--- config.mk ---
export PLATFORM = sky130hd
export DESIGN_NAME = pc_loop_profiler
export DESIGN_NICKNAME = d
export VERILOG_FILES = /design/src/rtl/prof_pkg.sv /design/src/rtl/prof_rec_buf.sv /design/src/rtl/pc_loop_profiler.sv
export SDC_FILE = /design/constraint.sdc
export NUM_CORES = 1
export LEC_CHECK = 0
export ABC_AREA = 1
export CAP_MARGIN = 20
export CORE_ASPECT_RATIO = 1.75
export CORE_MARGIN = 2
export CORE_UTILIZATION = 50
export DETAILED_ROUTE_END_ITERATION = 7
export PLACE_DENSITY = 0.67
export SETUP_SLACK_MARGIN = 0.02
export SLEW_MARGIN = 0
export SYNTH_ARGS = -nofsm -noshare
export SYNTH_HDL_FRONTEND = slang
export SYNTH_SLANG_ARGS = --single-unit
--- constraint.sdc ---
create_clock -name clk -period 5.4 [get_ports clk]
set_clock_uncertainty 0.1 [all_clocks]
set_input_delay 1.08 -clock clk [delete_from_list [all_inputs] [get_ports clk]]
set_output_delay 1.08 -clock clk [all_outputs]
set_load 0.02 [all_outputs]
--- src/rtl/prof_pkg.sv ---
// Shared state encoding and default sizing for the PC loop profiler.
package prof_pkg;

    typedef enum logic [1:0] {
        IDLE,
        ARMED,
        COUNT,
        FULL
    } prof_state_e;

    localparam int PROF_DEPTH = 20;
    localparam int PROF_CNT_W = 32;
    localparam int PROF_IDX_W = 5;

endpackage

--- src/rtl/prof_rec_buf.sv ---
// Interval record buffer: DEPTH x CNT_W registers, one write port and one
// registered read port with write-first bypass and an out-of-range limit.
module prof_rec_buf
    import prof_pkg::*;
#(
    parameter int DEPTH = PROF_DEPTH,
    parameter int CNT_W = PROF_CNT_W,
    parameter int IDX_W = PROF_IDX_W
) (
    input  logic             clk,
    input  logic             rst,
    input  logic             wr_en,
    input  logic [IDX_W-1:0] wr_idx,
    input  logic [CNT_W-1:0] wr_data,
    input  logic             rd_en,
    input  logic [IDX_W-1:0] rd_idx,
    input  logic [IDX_W:0]   rd_lim,
    output logic [CNT_W-1:0] rd_data,
    output logic             rd_valid
);

    logic [CNT_W-1:0] mem_q [DEPTH];
    logic [CNT_W-1:0] rd_data_q;
    logic [CNT_W-1:0] rd_data_d;
    logic             rd_valid_q;

    always_ff @(posedge clk) begin
        if (wr_en && (int'(wr_idx) < DEPTH)) begin
            mem_q[wr_idx] <= wr_data;
        end
    end

    // A write landing on the read index wins, even though that index is
    // still beyond the record count this cycle.
    always_comb begin
        rd_data_d = '0;
        if (wr_en && (wr_idx == rd_idx)) begin
            rd_data_d = wr_data;
        end else if ({1'b0, rd_idx} < rd_lim) begin
            rd_data_d = mem_q[rd_idx];
        end
    end

    always_ff @(posedge clk) begin
        if (rst) begin
            rd_data_q  <= '0;
            rd_valid_q <= 1'b0;
        end else begin
            rd_valid_q <= rd_en;
            if (rd_en) begin
                rd_data_q <= rd_data_d;
            end
        end
    end

    assign rd_data  = rd_data_q;
    assign rd_valid = rd_valid_q;

endmodule

--- src/rtl/pc_loop_profiler.sv ---
// Per-iteration loop cycle profiler watching the core PC for a trigger address.
// Define PROF_SAT_EN to make the interval counter saturate instead of wrapping.
module pc_loop_profiler
    import prof_pkg::*;
#(
    parameter int DEPTH = PROF_DEPTH,
    parameter int CNT_W = PROF_CNT_W,
    parameter int IDX_W = PROF_IDX_W
) (
    input  logic             clk,
    input  logic             rst,
    input  logic [31:0]      pc,
    input  logic             en,
    input  logic [31:0]      trig_addr,
    input  logic             clr,
    input  logic             rd_en,
    input  logic [IDX_W-1:0] rd_idx,
    output logic [CNT_W-1:0] rd_data,
    output logic             rd_valid,
    output logic [IDX_W:0]   rec_count,
    output logic             full,
    output logic             ovf
);

    localparam logic [IDX_W:0] DEPTH_C = (IDX_W + 1)'(DEPTH);

    prof_state_e      state_q;
    logic [CNT_W-1:0] cnt_q;
    logic [IDX_W:0]   rec_count_q;
    logic [IDX_W:0]   rec_count_d;
    logic             full_q;
    logic             ovf_q;
    logic             hit;
    logic             wr_en;

    function automatic logic [CNT_W-1:0] cnt_next(input logic [CNT_W-1:0] c);
`ifdef PROF_SAT_EN
        return (&c) ? c : c + CNT_W'(1);
`else
        return c + CNT_W'(1);
`endif
    endfunction

    assign hit         = (pc == trig_addr);
    assign rec_count_d = rec_count_q + (IDX_W + 1)'(1);
    assign wr_en       = !rst && !clr && en && (state_q == COUNT) && hit;

    always_ff @(posedge clk) begin
        if (rst) begin
            state_q     <= IDLE;
            cnt_q       <= '0;
            rec_count_q <= '0;
            full_q      <= 1'b0;
            ovf_q       <= 1'b0;
        end else if (clr) begin
            cnt_q       <= '0;
            rec_count_q <= '0;
            full_q      <= 1'b0;
            ovf_q       <= 1'b0;
            state_q     <= en ? ARMED : IDLE;
        end else if (!en) begin
            state_q <= IDLE;
        end else begin
            case (state_q)
                IDLE: begin
                    state_q <= ARMED;
                end
                ARMED: begin
                    // Re-enabled with the buffer already full: no room to count.
                    if (full_q) begin
                        state_q <= FULL;
                        if (hit) begin
                            ovf_q <= 1'b1;
                        end
                    end else if (hit) begin
                        cnt_q   <= CNT_W'(1);
                        state_q <= COUNT;
                    end
                end
                COUNT: begin
                    if (hit) begin
                        rec_count_q <= rec_count_d;
                        cnt_q       <= CNT_W'(1);
                        if (rec_count_d == DEPTH_C) begin
                            full_q  <= 1'b1;
                            state_q <= FULL;
                        end
                    end else begin
                        cnt_q <= cnt_next(cnt_q);
                    end
                end
                FULL: begin
                    if (hit) begin
                        ovf_q <= 1'b1;
                    end
                end
                default: begin
                    state_q <= IDLE;
                end
            endcase
        end
    end

    prof_rec_buf #(
        .DEPTH (DEPTH),
        .CNT_W (CNT_W),
        .IDX_W (IDX_W)
    ) u_buf (
        .clk      (clk),
        .rst      (rst),
        .wr_en    (wr_en),
        .wr_idx   (rec_count_q[IDX_W-1:0]),
        .wr_data  (cnt_q),
        .rd_en    (rd_en),
        .rd_idx   (rd_idx),
        .rd_lim   (rec_count_q),
        .rd_data  (rd_data),
        .rd_valid (rd_valid)
    );

    assign rec_count = rec_count_q;
    assign full      = full_q;
    assign ovf       = ovf_q;

endmodule

==> results.md, run 1 <==
* Outcome: finished, final reports clean
* CP arrival at 4.21 ns
* Commonest non-fill, non-tap cell in the layout: nand2_1
* Worst-margin pin slew at 1.22 ns
* Most frequent cells in the layout: nand2_1, edfxtp_1, nand3_1
* Worst setup EP type: register
* Compound-Gate Fraction of Synth Area at 3.72%
* Slew headroom at 18.5%
* Vias at 22400
* Diode count at 0
* FMAX at 247 MHz
* Fin area at 34800 µm²
* Layout cells sized above 1 at 7.16%
* Final hold violations at 0
* Largest net degree at the start of global routing at 157
* Avg Inst Size Synth at 10.7 µm²
* CTS tree: done
* Top cells by area, synth: edfxtp_1, nand2_1, nand3_1, dfxtp_1, nor2_1
* Number of global-route vias before repair at 22200
* H-tree level count at 2
* FILL cells at 5134
* Global-route wire length before repair at 134000 µm
* Final period util at 75.1%
* Multi-input logic area at 8950 µm²
* Final count of pins violating max slew at 0
* Sequential area share after synthesis at 67.6%
* Startpoint class of the critical path: input port
* CTS sink cnt at 715
* Post-CTS Resized at 0
* Cell taking the most area after synthesis: edfxtp_1
* RSZ-0062 raised after global routing: no
* Post-layout min period at 4.06 ns
* Setup TNS at 0 ns
* Warnings, synthesis at 0
* Post-synth EDFFs at 640
* # DRC at 0
* Worst slack, placed at 0.697 ns
* Register bit total from synthesis at 715
* Post-layout nets at 3039
* GRT overflow at 0
* Fraction of synthesized area in multiplexers at 0%
* Row cnt at 120
* Hold Path Class: reg -> reg
* Largest family of logic cells by synthesized area: simple AND/OR/NAND/NOR gates
* Pwr Density at 319 nW/µm²
* Layout area overhead at 13.5%
* DR vias/cell at 5.92
* Gate Count Post-Synth at 2872
* Register area at 20700 µm²
* Die extent in x at 191 µm
* Synth Area in Adders at 0.612%
* GRT Overall Usage at 28.4%
* MaxCap Viol Count at 0
* Setup ws final at 1.34 ns
* Io pins at 115
* Syn_nets at 2961
* Worst EP required at 5.56 ns
* Die height at 332 µm
* Reg clk slew, reported paths at 0.07 ns
* DIE AREA at 63400 µm²
* Main synth FF type: edfxtp_1
* Post-synth top area share at 62.7%
* Synth cell types at 36
* Post-Synth XOR/XNOR Area at 1.54%
* Port Buffers at 114
* Wire per inst at 23.7 µm
* Final WL at 90100 µm
* Peak supply drop at 0.274 mV
* CTS Root Cell: clkbuf_16
* Drt initial violations at 2437
* Post-synth ARST share at 0%
* Crit Path Class: in -> reg
* Antenna violations before repair at 2
* Placed Area at 32800 µm²
* Pleak at 12.3 nW
* DPL Wire Length at 55300 µm
* Post-route ant nets at 0
* Final setup violation count at 0
* Layout Utilization at 57.1%
* Worst skew pair latency at 0.63 ns
* Core Area at 61000 µm²
* Simple-Gate Fraction of Synth Area at 22.8%
* TritonCTS Buffers at 59
* Critical path fanouts, max at 32
* CTS Hold Bufs at 0
* Clk buf depth at 3
* Post-CTS setup buffers at 0
* First drt pass iteration count at 5
* Initial core utilization at 50.3%
* Placer Congestion at 0.927
* Post-Syn Area at 30700 µm²
final timing paths:
| path | from | to | slack (ns) | cells after the start |
|---|---|---|---|---|
| worst min-delay path | u_buf.rd_data[20] | u_buf.rd_data[20] | 0.37 | 2 |
| worst max register to register | state_q[0] | u_buf.rd_data[25] | 2.15 | 9 |
| worst min register to register | u_buf.rd_data[20] | u_buf.rd_data[20] | 0.37 | 2 |
| worst max-delay path | trig_addr[31] | u_buf.mem_q[6][13] | 1.34 | 13 |
critical path, cell delays in order:
cell and delay (ns):
clkdlybuf4s50_1 0.41, xnor2_1 0.28, nand2_1 0.09, nor2_1 0.13
nand2_1 0.12, nor2_1 0.20, nand2_2 0.23, nor2_2 0.21
nand2_2 0.14, clkinv_2 0.21, nand4_2 0.35, nor2_4 0.18
buf_4 0.54
flip-flops by register name, indices dropped and copies added (netlist names):
name / count
state_q: 2
rec_count: 6
u_buf.rd_data: 32
ovf: 1
u_buf.mem_q: 640
u_buf.rd_valid: 1
full: 1
cnt_q: 32
through the flow:
step           hold WS (ns)  power, mW  cells
2_1_floorplan         0.442       6.50   2872
3_3_place_gp          0.355       6.75   3680
3_5_place_dp          0.358       6.76   3680
4_1_cts               0.370       11.1   3792
5_1_grt               0.389       11.4   3794
6_report              0.368       11.1   3794
layer usage:
metal	track usage, %	part of all wire, %
met1	33.4	35
met5	0	0.027
met2	50.0	52
met3	3.67	7.4
met4	15.3	6.0
power by group:
part / total [mW] / switching [mW] / internal (mW)
clock network: 4.44 / 1.98 / 2.47
registers: 5.95 / 0.00566 / 5.94
logic: 0.693 / 0.466 / 0.227
cells by family (layout without fill, tap and decap cells):
group	Yosys count	after routing
flops	715	715
simple gates	1628	1628
xor+xnor	54	54
buf+inv	246	375
compound gates	214	214
fa+ha+maj	15	15
cell type report:
type                       instances  area share [%]
timing repair buffer             189            5.30
sequential                       715            59.6
inverter                          74           0.834
multi-input combinational       1911            25.7
clock inverter                    47            1.36
tap                              793            2.85
clock buffer                      65            4.37
cells in the mapped netlist, drive strengths merged (23+ instances only):
master  number
a21oi       97
buf         98
clkbuf      74
dfxtp       75
edfxtp     640
inv         70
nand2      838
nand3      503
nand4       45
nor2       199
nor3        30
o21ai       84
xnor2       31
xor2        23
Power figures use the tool's default switching activity.
==> run 2: changes to the inputs <==
==> constraint.sdc (replaced) <==
create_clock -name clk -period 4.15 [get_ports clk]
set_clock_uncertainty 0.1 [all_clocks]
set_input_delay 0.83 -clock clk [delete_from_list [all_inputs] [get_ports clk]]
set_output_delay 0.83 -clock clk [all_outputs]
set_load 0.02 [all_outputs]
==> run 2 against run 1 <==
Against the previous run: largest cell class unchanged; wire length increased by 3.1%; critical path depth decreased by 3; non-clock buffer count increased by 32; global-route usage increased by 0.88 points; first-iteration DRC count increased by 2.7%; power increased by 28%; core utilization increased by 0.54 points.
==> results.md, run 2 (synthesized netlist as in run 1, its figures left out) <==
* Register area at 20700 µm² (unchanged)
* Placer Congestion at 1.07 (was 0.927)
* Pleak at 12.5 nW (was 12.3 nW)
* WHS Path Cells at 2 (unchanged)
* Outcome: finished, final reports clean (unchanged)
* Most frequent cells in the layout: nand2_1, edfxtp_1, nand3_1 (unchanged)
* Post-layout nets at 3069 (was 3039)
* Reg clk slew, reported paths at 0.07 ns (about the same)
* Hold Path End: u_buf.rd_data[10] (was u_buf.rd_data[20])
* Slew headroom at 43.1% (was 18.5%)
* Power Total at 14.2 mW (was 11.1 mW)
* H-tree level count at 2 (unchanged)
* Wire per inst at 24.3 µm (was 23.7 µm)
* DIE AREA at 63400 µm² (unchanged)
* GRT Overall Usage at 29.3% (was 28.4%)
* Clk buf depth at 3 (unchanged)
* Critical Path, Cell by Cell: inv_1, ha_1, buf_4, inv_1, nor3_4, buf_4, nand4_1, nand2_1, nand2_1, a21oi_1 (was clkdlybuf4s50_1, xnor2_1, nand2_1, nor2_1, nand2_1, nor2_1, nand2_2, nor2_2, nand2_2, clkinv_2, nand4_2, nor2_4, buf_4)
* Setup ws final at 0.883 ns (was 1.34 ns)
* Drt initial violations at 2503 (was 2437)
* HP Start: u_buf.rd_data[10] (was u_buf.rd_data[20])
* Largest net degree at the start of global routing at 156 (was 157)
* CTS Hold Bufs at 0 (unchanged)
* Final WL at 92800 µm (was 90100 µm)
* Layout cells sized above 1 at 8.00% (was 7.16%)
* TritonCTS Buffers at 57 (was 59)
* Reg2reg path depth at 10 (was 9)
* Worst EP required at 4.58 ns (was 5.56 ns)
* Critical-path top delay cell: nor3_4 (was buf_4)
* Number of global-route vias before repair at 21900 (was 22200)
* Core Area at 61000 µm² (unchanged)
* Pwr Density at 404 nW/µm² (was 319 nW/µm²)
* Io pins at 115 (unchanged)
* Startpoint class of the critical path: register (was input port)
* CTS sink cnt at 715 (unchanged)
* Worst setup EP type: register (unchanged)
* CTS Root Cell: clkbuf_16 (unchanged)
* Final setup violation count at 0 (unchanged)
* Layout area overhead at 14.5% (was 13.5%)
* Post-layout min period at 3.27 ns
* GRT overflow at 0 (unchanged)
* Global-route wire length before repair at 137000 µm (was 134000 µm)
* CTS tree: done (unchanged)
* Die height at 332 µm (unchanged)
* Final period util at 78.7%
* Worst-margin pin slew at 0.851 ns (was 1.22 ns)
* Biggest register: u_buf.mem_q (unchanged)
* Die extent in x at 191 µm (unchanged)
* Antenna violations before repair at 3 (was 2)
* First drt pass iteration count at 8 (was 5)
* Worst skew pair latency at 0.62 ns (was 0.63 ns)
* Critical Path Start: state_q[0] (was trig_addr[31])
* RSZ-0062 raised after global routing: no (unchanged)
* Multi-input logic area at 8950 µm² (unchanged)
* DPL Wire Length at 62500 µm (was 55300 µm)
* Post-CTS setup buffers at 0 (unchanged)
* Hold Path Class: reg -> reg (unchanged)
* Worst slack, placed at 0.330 ns (was 0.697 ns)
* # DRC at 0 (unchanged)
* Final count of pins violating max slew at 0 (unchanged)
* Reg-to-reg endpoint: u_buf.rd_data[18] (was u_buf.rd_data[25])
* Vias at 22500 (was 22400)
* Row cnt at 120 (unchanged)
* Port Buffers at 114 (unchanged)
* Setup TNS at 0 ns (unchanged)
* Max FFs per register at 640 (unchanged)
* Largest stage delay, worst path at 0.63 ns (was 0.54 ns)
* CP arrival at 3.70 ns (was 4.21 ns)
* Final hold violations at 0 (unchanged)
* Reg-to-Reg Start: state_q[0] (unchanged)
* Initial core utilization at 50.3% (unchanged)
* DR vias/cell at 5.89 (was 5.92)
* R2R Setup Slk at 0.88 ns (was 2.15 ns)
* FMAX at 306 MHz
* Post-CTS Resized at 0 (unchanged)
* FILL cells at 5130 (was 5134)
* MaxCap Viol Count at 0 (unchanged)
* Commonest non-fill, non-tap cell in the layout: nand2_1 (unchanged)
* Post-route ant nets at 0 (unchanged)
* Crit Path Class: reg -> reg (was in -> reg)
* Peak supply drop at 0.374 mV (was 0.274 mV)
* Critical path fanouts, max at 26 (was 32)
run 2: cell count changes in the layout (fill, tap and decap cells not counted), moves of 3 or more:
cell / change
clkinv_2: +3
buf_12: +19
clkinv_1: -9
clkbuf_1: +7
buf_4: +14
clkbuf_8: +3
inv_6: -3
clkbuf_16: -3
run 2: worst max-delay path by stage:
stage | end | slack, ns
global placement | u_buf.mem_q[19][17] | 0.35
finish | u_buf.rd_data[18] | 0.88
detailed placement | u_buf.mem_q[0][2] | 0.33
global route | u_buf.mem_q[19][10] | 0.75
floorplan | u_buf.mem_q[0][0] | 0.26
CTS | u_buf.mem_q[19][17] | 0.95
run 2: layout make-up:
class                           count  area share (%)
Inverter                           74           0.827
Sequential cell                   715            59.0
Multi-Input combinational cell   1911            25.5
Clock inverter                     33           0.948
Timing Repair Buffer              221            6.59
Clock buffer                       72            4.31
Tap cell                          793            2.83
Antenna cell                        2          0.0143
run 2: power breakdown:
| group | internal (mW) | total [mW] | leakage, nW | switching, mW |
|---|---|---|---|---|
| sequential | 7.73 | 7.74 | 6.66 | 0.00797 |
| clock | 3.01 | 5.51 | 0.918 | 2.50 |
| combinational | 0.303 | 0.931 | 4.88 | 0.628 |
| total | 11.0 | 14.2 | 12.5 | 3.13 |
run 2: stage by stage:
step | hold WS [ns] | instances | util (%) | instance area, µm²
after global placement | 0.356 | 3713 | 54.5 | 33200
after floorplan | 0.442 | 2872 | - | 30700
final | 0.372 | 3821 | 57.6 | 35100
after CTS | 0.372 | 3819 | 57.6 | 35100
after detailed placement | 0.360 | 3714 | 54.6 | 33300
after global routing | 0.394 | 3821 | 57.6 | 35100
run 2: routing by layer:
| metal | vias to the layer above | GRT usage (%) | share of wire [%] |
|---|---|---|---|
| met5 | - | 0 | 0 |
| met4 | 0 | 17.1 | 6.7 |
| met3 | 240 | 2.76 | 6.6 |
| met2 | 1144 | 52.8 | 53 |
| met1 | 10900 | 33.4 | 34 |
| li1 | 10200 | - | - |
run 2: worst max-delay path: cells and delay by family, from the launching register on:
kind,cells,cell delay [ns]
AOI/OAI and AO/OA,1,0.15
DFF,1,0.32
buffers and inverters,4,1.21
and+or+nand+nor,4,1.21
adders and majority gates,1,0.16
